==> src/rtl/display_fb_arbiter.sv <==
// Frame-buffer RAM arbiter: scanout reads take priority over buffered camera writes.
// A starvation counter forces a write slot so that pixel writes always drain.
module display_fb_arbiter #(
   parameter int unsigned ADDR_W      = 17,
   parameter int unsigned DATA_W      = 16,
   parameter int unsigned MEM_DEPTH   = 100048,
   parameter int unsigned WFIFO_DEPTH = 4,
   parameter int unsigned MAX_WAIT    = 8
) (
   input  logic                           clk,
   input  logic                           reset,
   // camera pixel writer
   input  logic                           wr_valid,
   output logic                           wr_ready,
   input  logic [ADDR_W-1:0]              wr_addr,
   input  logic [DATA_W-1:0]              wr_data,
   input  logic [DATA_W/8-1:0]            wr_be,
   // scanout reader
   input  logic                           rd_valid,
   output logic                           rd_ready,
   input  logic [ADDR_W-1:0]              rd_addr,
   output logic [DATA_W-1:0]              rd_data,
   output logic                           rd_data_valid,
   // RAM slave port
   output logic [ADDR_W-1:0]              mem_address,
   output logic [DATA_W/8-1:0]            mem_byteenable,
   output logic                           mem_chipselect,
   output logic                           mem_write,
   output logic [DATA_W-1:0]              mem_writedata,
   output logic                           mem_clken,
   input  logic [DATA_W-1:0]              mem_readdata,
   // status
   output logic [$clog2(WFIFO_DEPTH):0]   fifo_level,
   output logic                           oob_err,
   input  logic                           err_clear
);

   localparam int unsigned BeW  = DATA_W / 8;
   localparam int unsigned PtrW = $clog2(WFIFO_DEPTH);
   localparam int unsigned LvlW = PtrW + 1;

   localparam logic [LvlW-1:0]   FullLvl   = LvlW'(WFIFO_DEPTH);
   localparam logic [7:0]        MaxWait   = 8'(MAX_WAIT);
   localparam logic [ADDR_W:0]   MemDepthW = (ADDR_W + 1)'(MEM_DEPTH);

   typedef enum logic [1:0] {
      GntIdle,
      GntRead,
      GntWrite,
      GntForce
   } grant_e;

   // ------------------------------------------------------------------
   // Write FIFO
   // ------------------------------------------------------------------
   logic [ADDR_W-1:0] fifo_addr_mem [WFIFO_DEPTH];
   logic [DATA_W-1:0] fifo_data_mem [WFIFO_DEPTH];
   logic [BeW-1:0]    fifo_be_mem   [WFIFO_DEPTH];

   logic [PtrW-1:0] wr_ptr_q, wr_ptr_d;
   logic [PtrW-1:0] rd_ptr_q, rd_ptr_d;
   logic [LvlW-1:0] level_q, level_d;

   logic fifo_full;
   logic fifo_ne;
   logic push;
   logic pop;

   logic [ADDR_W-1:0] head_addr;
   logic [DATA_W-1:0] head_data;
   logic [BeW-1:0]    head_be;

   assign fifo_full = (level_q == FullLvl);
   assign fifo_ne   = (level_q != '0);
   assign wr_ready  = !reset && !fifo_full;
   assign push      = wr_valid && wr_ready;

   assign head_addr = fifo_addr_mem[rd_ptr_q];
   assign head_data = fifo_data_mem[rd_ptr_q];
   assign head_be   = fifo_be_mem[rd_ptr_q];

   // Storage needs no reset; validity is tracked entirely by level_q.
   always_ff @(posedge clk) begin
      if (push) begin
         fifo_addr_mem[wr_ptr_q] <= wr_addr;
         fifo_data_mem[wr_ptr_q] <= wr_data;
         fifo_be_mem[wr_ptr_q]   <= wr_be;
      end
   end

   always_comb begin
      wr_ptr_d = wr_ptr_q;
      rd_ptr_d = rd_ptr_q;
      level_d  = level_q;
      if (push) begin
         wr_ptr_d = wr_ptr_q + PtrW'(1);
      end
      if (pop) begin
         rd_ptr_d = rd_ptr_q + PtrW'(1);
      end
      case ({push, pop})
         2'b10:   level_d = level_q + LvlW'(1);
         2'b01:   level_d = level_q - LvlW'(1);
         default: level_d = level_q;
      endcase
   end

   assign fifo_level = level_q;

   // ------------------------------------------------------------------
   // Grant decision
   // ------------------------------------------------------------------
   logic [7:0] starve_q, starve_d;
   grant_e     grant;
   logic       rd_gnt;
   logic       wr_gnt;
   logic       head_oob;
   logic       rd_oob;

   assign head_oob = ({1'b0, head_addr} >= MemDepthW);
   assign rd_oob   = ({1'b0, rd_addr} >= MemDepthW);

   always_comb begin
      grant = GntIdle;
      if (!reset) begin
         if (fifo_ne && (starve_q == MaxWait)) begin
            grant = GntForce;
         end else if (rd_valid) begin
            grant = GntRead;
         end else if (fifo_ne) begin
            grant = GntWrite;
         end
      end
   end

   assign rd_gnt   = (grant == GntRead);
   assign wr_gnt   = (grant == GntWrite) || (grant == GntForce);
   assign rd_ready = rd_gnt;
   // An out-of-range head is still consumed so the writer never stalls on it.
   assign pop      = wr_gnt;

   always_comb begin
      starve_d = starve_q;
      if (wr_gnt || !fifo_ne) begin
         starve_d = '0;
      end else if (rd_gnt) begin
         starve_d = starve_q + 8'd1;
      end
   end

   // ------------------------------------------------------------------
   // RAM drive: combinational, the RAM registers the address itself
   // ------------------------------------------------------------------
   always_comb begin
      mem_address    = rd_addr;
      mem_byteenable = '1;
      mem_writedata  = head_data;
      mem_chipselect = 1'b0;
      mem_write      = 1'b0;
      if (wr_gnt) begin
         mem_address    = head_addr;
         mem_byteenable = head_be;
         mem_chipselect = !head_oob;
         mem_write      = !head_oob;
      end else if (rd_gnt) begin
         mem_chipselect = !rd_oob;
      end
   end

   assign mem_clken = 1'b1;

   // ------------------------------------------------------------------
   // Read return and error flag
   // ------------------------------------------------------------------
   logic rd_valid_q, rd_valid_d;
   logic rd_zero_q, rd_zero_d;
   logic err_q, err_d;
   logic oob_hit;

   assign oob_hit = (wr_gnt && head_oob) || (rd_gnt && rd_oob);

   always_comb begin
      rd_valid_d = rd_gnt;
      rd_zero_d  = rd_gnt && rd_oob;
      err_d      = err_q;
      if (oob_hit) begin
         err_d = 1'b1;
      end else if (err_clear) begin
         err_d = 1'b0;
      end
   end

   assign rd_data_valid = rd_valid_q;
   assign rd_data       = rd_zero_q ? '0 : mem_readdata;
   assign oob_err       = err_q;

   always_ff @(posedge clk or posedge reset) begin
      if (reset) begin
         wr_ptr_q   <= '0;
         rd_ptr_q   <= '0;
         level_q    <= '0;
         starve_q   <= '0;
         rd_valid_q <= 1'b0;
         rd_zero_q  <= 1'b0;
         err_q      <= 1'b0;
      end else begin
         wr_ptr_q   <= wr_ptr_d;
         rd_ptr_q   <= rd_ptr_d;
         level_q    <= level_d;
         starve_q   <= starve_d;
         rd_valid_q <= rd_valid_d;
         rd_zero_q  <= rd_zero_d;
         err_q      <= err_d;
      end
   end

endmodule

==> config.mk <==
export PLATFORM = sky130hd
export DESIGN_NAME = display_fb_arbiter
export DESIGN_NICKNAME = d
export VERILOG_FILES = /design/src/rtl/display_fb_arbiter.sv
export SDC_FILE = /design/constraint.sdc
export NUM_CORES = 1
export LEC_CHECK = 0
export ABC_AREA = 1
export CORE_MARGIN = 5
export CORE_UTILIZATION = 47
export CTS_CLUSTER_DIAMETER = 150
export DETAILED_ROUTE_END_ITERATION = 7
export GPL_TIMING_DRIVEN = 0
export PLACE_DENSITY_LB_ADDON = 0.2
export SLEW_MARGIN = 20
export SYNTH_ARGS = -nofsm -noshare
export SYNTH_HDL_FRONTEND = slang
export SYNTH_SLANG_ARGS = --single-unit
==> constraint.sdc <==
create_clock -name clk -period 8.2 [get_ports clk]
set_clock_uncertainty 0.1 [all_clocks]
set_input_delay 1.64 -clock clk [delete_from_list [all_inputs] [get_ports clk]]
set_output_delay 1.64 -clock clk [all_outputs]
set_load 0.01 [all_outputs]
==> results of run 1 <==
final cells by class:
class                   count  area (sq um)  area share
clock inverters            11         116.4     0.01292
multi-input cells         365          1795      0.1993
well taps                 180         225.2     0.02500
plain buffers              29         178.9     0.01986
repair buffers            136          1431      0.1589
inverters                  43         166.4     0.01847
clock buffers              21         440.4     0.04889
flip-flops and latches    158          4654      0.5167
routing by layer:
metal	GRT usage	share of wire	wire (um)	vias up
met5	0	0	0	-
met4	0.07396	0.013	205	0
met3	0.05035	0.091	1468	17
met2	0.3160	0.48	7757	224
met1	0.2447	0.41	6637	2322
li1	-	-	-	2365
report_power, final:
part	switching, mW	internal, mW	total (mW)
sequential	0.0303	0.978	1.01
clock	0.292	0.445	0.737
combinational	0.622	0.425	1.05
total	0.944	1.85	2.79
worst max path at each step:
stage                                     end  slack [ns]
after detailed placement       mem_address[1]        2.43
after CTS                      mem_address[1]        2.42
after global routing           mem_address[1]        2.24
after global placement    fifo_data_mem[3][6]        2.34
final                          mem_address[1]        2.49
after floorplan               mem_address[11]        3.82
cells in the final DEF, fill, tap and decap left out, drive strengths merged:
cell type	n
o221ai	2
inv	44
ha	7
nand2	131
o22ai	20
nand4	7
edfxtp	140
xnor2	1
a21oi	2
nor3	3
bufinv	2
o21bai	2
dfrtp	18
a31o	1
clkinvlp	1
o21ai	63
clkinv	7
xor2	8
conb	1
clkbuf	34
clkdlybuf4s50	132
fa	1
nor2	84
nor4	1
a31oi	1
nand3	30
buf	20
registers in the layout, indices dropped and copies added (netlist names):
signal         cells
fifo_addr_mem     68
fifo_data_mem     64
fifo_be_mem        8
starve_q           8
fifo_level         3
rd_ptr_q           2
wr_ptr_q           2
oob_err            1
rd_data_valid      1
rd_zero_q          1
critical path: stages:
cell and delay (ns):
clkdlybuf4s50_1 0.45, inv_1 0.61, nand2_4 0.23, inv_2 0.15, buf_6 0.17, nand2_1 0.10, nand2_1 0.08, clkdlybuf4s50_1 0.54
cell families after synthesis:
group                    Yosys count
AO/OA/AOI/OAI                     91
AND/OR/NAND/NOR                  256
other                              1
adder cells (fa/ha/maj)            8
flip-flops                       158
XOR/XNOR                           9
buffers and inverters             72
per-stage QoR:
step,hold slack [ns],util,setup WS (ns),cells,power (mW)
floorplan,0.3916,-,3.815,595,1.597
global placement,0.3954,0.5942,2.344,907,2.024
detailed placement,0.3976,0.6042,2.427,911,2.069
CTS,0.4196,0.6440,2.424,943,2.811
global route,0.4340,0.6440,2.238,943,2.944
finish,0.4160,0.6440,2.493,943,2.792
==> results.py, run 1 <==
metrics = {
    "worst_setup_path": {
        "critPathMaxFanout": 19,
        "reg2reg_depth": 15,
        "arrival_ns": 3.97,
        "crit_required_ns": 6.46,
        "end_kind": "primary output",
        "reg2reg_from": "starve_q[0]",
        "timing.rr.end": "fifo_level[2]",
        "start_kind": "input port",
        "ff2ff_setup_slack_ns": 5.50,
        "cp-startpoint": "reset",
        "worstSetupPathType": "input port to primary output",
    },
    "synthesis": {
        "synth.area.top_cells": "edfxtp_1 (62%), nand2_1 (7.1%), dfrtp_1 (6.7%)",
        "yosysMostFrequentCell": "edfxtp_1",
        "synth-seq-area-share": 0.6880,
        "synthesis.nets": 676,
        "synth-seq-cells": 158,
        "synth_edf_count": 140,
        "synth_commonest_cells": "edfxtp_1 (140), nand2_1 (128), nor2_1 (83), o21ai_0 (51), inv_1 (38)",
        "yosys.area_share.simple": 0.1574,
        "synth.distinct_cells": 34,
        "synth_area_sq_um": 6765,
        "synth_top_area_frac": 0.6214,
        "synthAdderAreaFrac": 0.01591,
        "synth_top_family_by_area": "simple AND/OR/NAND/NOR gates",
        "yosys_warnings": 0,
        "synth_compound_area_frac": 0.07546,
        "yosysTopAreaCell": "edfxtp_1",
        "synth_flop_cell": "edfxtp_1",
        "synthArstFlopShare": 0.1139,
        "synth.area.mux_share": 0,
        "yosys.area_share.xor_xnor": 0.01165,
        "synthCells": 595,
        "synth.avg_cell_area_sq_um": 11.37,
    },
    "die": {
        "coreArea_sq_um": 13990,
        "dieArea_sq_um": 16890,
        "initial_core_util": 0.4836,
        "placementRows": 43,
        "ios": 134,
        "die_width_um": 130.0,
        "die_h_um": 130.0,
    },
    "sta": {
        "max_freq_mhz": 175.2,
        "fin_crit_ns": 5.707,
        "rsz0062_at_grt": "false",
        "final-hold-violation-count": 0,
        "tns_ns": 0,
        "setup_viol": 0,
        "tightestPinTransition_ns": 0.8048,
        "relSlewSlack": 0.4629,
        "period_share": 0.6960,
        "slew_viol_final": 0,
    },
    "min_path": {
        "whs_path_depth": 1,
        "worstHoldStart": "fifo_level[0]",
        "min_path_type": "flip-flop to flip-flop",
        "hold_end": "fifo_level[0]",
    },
    "drt": {
        "drtIter0Drc": 484,
        "first_pass_iters": 5,
        "wl_um": 16070,
        "vias": 4928,
        "wl_per_cell_um": 17.04,
        "detail-route-antenna-nets": 0,
        "drc_errors": 0,
        "viasPerCell": 5.226,
    },
    "clock_tree": {
        "cts_resized": 0,
        "cts_made_buffers": 17,
        "numClockSinks": 158,
        "htreeDepth": 4,
        "hold_buffers": 0,
        "clk-insertion-delay-late_ns": 0.42,
        "cts_tree": "built",
        "post_cts_buffers": 0,
        "clk_path_buf_depth": 2,
        "clk_pin_slew_ns": 0.06,
        "cts_root_buf": "clkbuf_16",
    },
    "finish": {
        "fin_area_sq_um": 9009,
        "n_fill_cell": 1050,
        "drive_gt1_frac": 0.08650,
        "area_growth_pct": 33.16,
        "num_antenna_cells": 0,
        "final_nets": 831,
    },
    "global_route": {
        "grt_use_total": 0.1918,
        "grt-ovfl-total": 0,
        "grt_max_degree": 20,
        "grt_pass1_wl_um": 24410,
        "grt_pass1_vias": 4908,
        "antenna_found_initial": 0,
    },
    "flow_run": {
        "maxCapViolations": 0,
    },
    "pwr": {
        "p_leak_nw": 3.429,
        "power_density_nw_per_um2": 309.9,
        "peakVddDrop_mv": 0.2375,
    },
    "placement": {
        "dp_hpwl_um": 10930,
        "gp_congestion": 0.7752,
        "io_buffers": 132,
        "place_area_sq_um": 8452,
    },
    "run_status": {
        "status": "completed",
    },
}
(Power assumes the default switching activity.)
==> inputs of run 2 (changes only) <==
Clock period 8.2 ns to 4.7 ns, I/O delays scaled along.
==> results of run 2 <==
Same layout as run 1 (identical final DEF). Status: completed.
Among the figures that moved: setup slack after placement 2.427 ns -> 0.3273 ns; setup slack after layout 2.493 ns -> 0.3926 ns; register-to-register setup slack 5.50 ns -> 2.00 ns; total power 2.792 mW -> 4.871 mW; worst IR drop on VDD 0.2375 mV -> 0.4143 mV
==> patch 1 (config.mk and constraints of run 1) <==
Put one more register stage on the output `fifo_level`, with the module's reset. The value now appears one clock later. The other outputs are not delayed to match.
--- a/src/rtl/display_fb_arbiter.sv
+++ b/src/rtl/display_fb_arbiter.sv
@@ -105,7 +105,13 @@
       endcase
    end
 
-   assign fifo_level = level_q;
+   always_ff @(posedge clk or posedge reset) begin
+      if (reset) begin
+         fifo_level <= '0;
+      end else begin
+         fifo_level <= level_q;
+      end
+   end
 
    // ------------------------------------------------------------------
    // Grant decision
Behaviour: not the same (a bounded check fails within 4 cycles, from zero or initial values and one cycle with reset high).
==> patch 1 against run 1 <==
  * Total power is 2.1% higher
  * Design area up 1.1%
  * First-iteration DRC count is 19% lower
  * Global-route usage increased by 0.32 points
  * Wire length rose by 3.0%
  * Worst setup slack got worse by 0.11 ns
  * Synthesized area up 1.4%
  * Sequential cell count grew 3
  * Register-to-register slack improved by 0.03 ns
  * Die area up 1.3%
  * Critical path type unchanged
==> patch 1: results (changes against run 1) <==
** Placed design
- Final HPWL from detailed placement :: 11200 µm (+2.7%)
- Post-Place Cell Area :: 8540 µm² (+1.0%)
- Final weighted congestion of routability-driven global placement :: 0.827 (+6.6%)

** Critical path
- Cell count of the worst reg-to-reg path :: 15 (unchanged)
- CP peak stage delay :: 0.69 ns (+0.08 ns)
- Slowest-stage cell, CP :: sky130_fd_sc_hd__inv_1
- Worst reg-to-reg setup slack :: 5.53 ns (+0.03 ns)
- The signal arrival time at the worst endpoint was 4.08 ns (+0.11 ns).
- Reg-to-reg endpoint :: level_q[2]
- R2r startpoint :: starve_q[0]
- The critical-path maximum fanout came to 22 (+3).

** Synth
- Async S/R FF share, synth :: 0.130 (+0.0165)
- The total nets after synthesis was 680 (+0.59%).
- Largest cells by area after synthesis :: sky130_fd_sc_hd__edfxtp_1 (61%), sky130_fd_sc_hd__dfrtp_1 (7.7%), sky130_fd_sc_hd__nand2_1 (6.7%)
- Most numerous cell types in the synthesized netlist :: sky130_fd_sc_hd__edfxtp_1 (140), sky130_fd_sc_hd__nand2_1 (122), sky130_fd_sc_hd__nor2_1 (84)
- The count of unique library cells instantiated by Yosys is 35 (+2.9%).
- Count of warnings emitted by yosys :: 0 (unchanged)
- The sequential cell area fraction in the yosys report came to 0.689 (+0.00116).

** Worst hold path
- The number of stages on the worst hold path came to 0 (-1).
- The path with the worst hold slack has its endpoint at fifo_level[1].
- Critical hold path startpoint :: level_q[1]

** Layout
- The final-stage net count is 835 (+0.48%).
- The share of final-layout standard cells stronger than drive strength 1 came to 0.111 (+0.0243).
- Largest registers :: fifo_addr_mem: 68 flops, fifo_data_mem: 64 flops

** CTS
- The deepest level of the CTS H-tree is 4 (unchanged).
- Number of instances resized during post-cts repair :: 0 (unchanged)
- Clock-pin transition on the worst setup and hold timing paths :: 0.06 ns (about the same)
- The clock network latency to the later pin of the worst-skew pair is 0.42 ns (about the same).

** Global routing
- Vias in the first global route :: 4916 (+0.16%)
- Global router's overall resource usage :: 0.195 (+0.00316)
- Largest net degree at the start of global routing :: 23 (+15%)
- The global-route wire length before repair is 25100 µm (+2.7%).

** Timing
- The transition time at the pin with the least slew margin came to 0.899 ns (+0.0941 ns).

** Power
- The worst IR drop on VDD is 0.213 mV (-10%).
- Static leakage :: 3.47 nW (+1.1%)

** Routing
- Vias after detailed routing :: 4981 (+1.1%)
- Drt initial violations :: 394 (-19%)
- The wire length per cell after detailed routing came to 17.4 µm (+2.1%).

** Run status
- Run status :: finished clean
-- patch 1: worst max path at each step --
stage / to / slack, ns / cells past startpoint
after global routing: mem_address[0] / 2.11 / 8
after CTS: mem_address[0] / 2.33 / 8
after global placement: fifo_data_mem[2][8] / 2.27 / 4
after detailed placement: mem_address[0] / 2.35 / 8
final: mem_address[0] / 2.38 / 8
after floorplan: mem_address[11] / 3.78 / 4
-- patch 1: cell families after synthesis --
| group | synth area share |
|---|---|
| AND/OR/NAND/NOR | 0.160 |
| adder cells (fa/ha/maj) | 0.0157 |
| AO/OA/AOI/OAI | 0.0757 |
| buffers and inverters | 0.0523 |
| flip-flops | 0.689 |
| other | 0.000546 |
| XOR/XNOR | 0.00638 |
-- patch 1: routing by layer --
layer,track usage,vias to the layer above,routed length (µm)
met5,0,-,0
met4,0.0575,0,238
li1,-,2371,-
met1,0.245,2413,6870
met2,0.328,174,8230
met3,0.0577,23,1210
-- patch 1: per-stage QoR --
step	instances	hold WS (ns)	setup slack, ns	power [mW]
global placement	915	0.285	2.27	2.06
global route	951	0.321	2.11	3.00
floorplan	599	0.274	3.78	1.63
CTS	951	0.305	2.33	2.87
finish	951	0.314	2.38	2.85
detailed placement	919	0.291	2.35	2.10
-- patch 1: power breakdown --
group	leakage [nW]	internal [mW]	switching [mW]
Sequential	1.54	0.999	0.0322
Clock	0.270	0.450	0.314
Combinational	1.66	0.432	0.625
Total	3.47	1.88	0.971
-- patch 1: layout make-up --
class	instances	area, µm²
fill	1100	5310
sequential	161	4730
multi-input combinational	366	1800
timing repair buffer	136	1420
clock buffer	20	437
tap	184	230
buffer	29	188
inverter	43	171
clock inverter	12	134
-- patch 1: critical path: cells and delay by family --
| family | cells | cell delay (ns) |
|---|---|---|
| buffers and inverters | 5 | 2.05 |
| and+or+nand+nor | 3 | 0.36 |
==> patch 2 (settings of run 1) <==
Made on the original files. `DATA_W`: 16 -> 32.
--- a/src/rtl/display_fb_arbiter.sv
+++ b/src/rtl/display_fb_arbiter.sv
@@ -2,7 +2,7 @@
 // A starvation counter forces a write slot so that pixel writes always drain.
 module display_fb_arbiter #(
    parameter int unsigned ADDR_W      = 17,
-   parameter int unsigned DATA_W      = 16,
+   parameter int unsigned DATA_W      = 32,
    parameter int unsigned MEM_DEPTH   = 100048,
    parameter int unsigned WFIFO_DEPTH = 4,
    parameter int unsigned MAX_WAIT    = 8
Interface: changed (6 resized); port bits go from 134 to 202. No check against the original RTL was run, so the function may have changed too.
==> patch 2 against run 1 <==
  * Wire length rose by 47%
  * Worst hold slack gained 0.0064 ns
  * Total power increased by 42%
  * Sequential cell count up 72
  * First-iteration DRC count decreased by 39%
  * Design area is 42% higher
  * Worst setup slack lost 0.26 ns
  * Synthesized area is 41% higher
  * Critical endpoint is now mem_address[13]
  * Highest routed layer unchanged
==> patch 2: results (changes against run 1) <==
** Placed design
- Final weighted congestion of routability-driven global placement :: 0.919 (+19%)
- Final HPWL from detailed placement :: 16600 µm (+52%)
- Worst setup slack before clock tree synthesis :: 2.14 ns (-0.292 ns)
- The number of placed cells counting well taps came to 1276 (+40%).
- The cell area reported after detailed placement was 12100 µm² (+43%).
- The quantity of I/O buffers inserted on ports came to 200 (+52%).

** Routing
- Detailed route wirelength on metal2 :: 11600 µm (+49%)
- Final wirelength :: 23600 µm (+47%)
- Met1 layer wirelength in the final routing :: 9780 µm (+47%)
- The met3 wire length was 1680 µm (+14%).

** Global routing
- The fraction of met2 tracks used by global routing is 0.347 (+0.0309).
- The combined global-route utilization of all metal layers was 0.198 (+0.00602).
- The global-route wire length before repair is 36500 µm (+50%).
- GRT met3 Usage :: 0.0508 (+0.000490)
- Met1 usage in global routing :: 0.244 (-0.000867)

** Synth
- Number of synthesized flops with an enable pin :: 212 (+51%)
- The total nets after synthesis is 913 (+35%).
- The area share of xor/xnor cells in the synthesized design is 0.00645 (-0.00520).
- Cell variety after synth :: 32 (-5.9%)
- Synth Area in Adders :: 0.0113 (-0.00459)
- Largest cells by area after synthesis :: sky130_fd_sc_hd__edfxtp_1 (67%), sky130_fd_sc_hd__nor2_1 (5.3%), sky130_fd_sc_hd__o21ai_0 (4.9%)
- Number of synthesized register bits :: 230 (+46%)
- Compound-gate portion of the synthesized area :: 0.0894 (+0.0139)
- Most numerous cell types in the synthesized netlist :: sky130_fd_sc_hd__edfxtp_1 (212), sky130_fd_sc_hd__nor2_1 (134), sky130_fd_sc_hd__nand2_1 (120)

** Layout
- The combined area of the multi-input logic cells was 2240 µm² (+25%).
- Multi-input combinational cell count :: 464 (+27%)
- Number of non-clock buffers in the layout :: 251 (+52%)
- Non-clock inverter count in the final layout :: 61 (+42%)
- The final-layout clock-cell area share is 0.0585 (-0.00329).
- The sequential cell area in the final layout is 6820 µm² (+46%).
- The count of clock-net buffers in the final layout is 32 (+52%).
- The fill cell instance count of the final layout was 1563 (+49%).
- The data-path buffer share of cell area in the final layout came to 0.190 (+0.0109).
- Ratio of cells with drive above 1 in the final layout :: 0.0821 (-0.00436)
- Largest registers :: fifo_data_mem: 128 flops, fifo_addr_mem: 68 flops, fifo_be_mem: 16 flops

** Power
- The power per cell area is 309 nW/µm² (-0.28%).
- The leakage power summed over all cells came to 4.73 nW (+38%).
- The worst IR drop on VDD is 0.200 mV (-16%).

** Critical path
- The critical-path maximum fanout was 24 (+5).

** CTS
- The number of buffers between clock root and the deepest sink was 3 (+1).
- H-tree Lvls :: 1 (-3)
- The clock network latency to the later pin of the worst-skew pair was 0.49 ns (+0.07 ns).

** Timing
- Relative max-transition margin :: 0.405 (-0.0576)

** Run status
- Run status :: finished clean
-- patch 2: changes by cell type after synthesis, sizes merged, moves of 6 or more --
cell    delta
buf        +8
clkbuf     +6
edfxtp    +72
inv       +18
nand2      -9
nor2      +51
o21ai     +38
o22ai     +16
-- patch 2: cells by family after synthesis --
kind of cell / count (synthesis)
simple gates: 297
flops: 230
compound gates: 151
buf+inv: 104
fa+ha+maj: 8
xor+xnor: 7
other cells: 1
-- patch 2: worst paths after layout --
path                              endpoint          start  depth (start not counted)  slack [ns]
max                        mem_address[13]          reset                          6        2.23
min                          fifo_level[0]  fifo_level[0]                          1        0.42
max reg2reg                  fifo_level[2]    starve_q[0]                         15        5.40
min reg2reg                  fifo_level[0]  fifo_level[0]                          1        0.42
max in group asynchronous      starve_q[6]          reset                          2        5.77
min in group asynchronous      starve_q[3]          reset                          2        1.68
-- patch 2: power breakdown --
group          internal (mW)  switching, mW
clock network          0.601          0.414
registers               1.42         0.0354
logic                  0.621          0.866
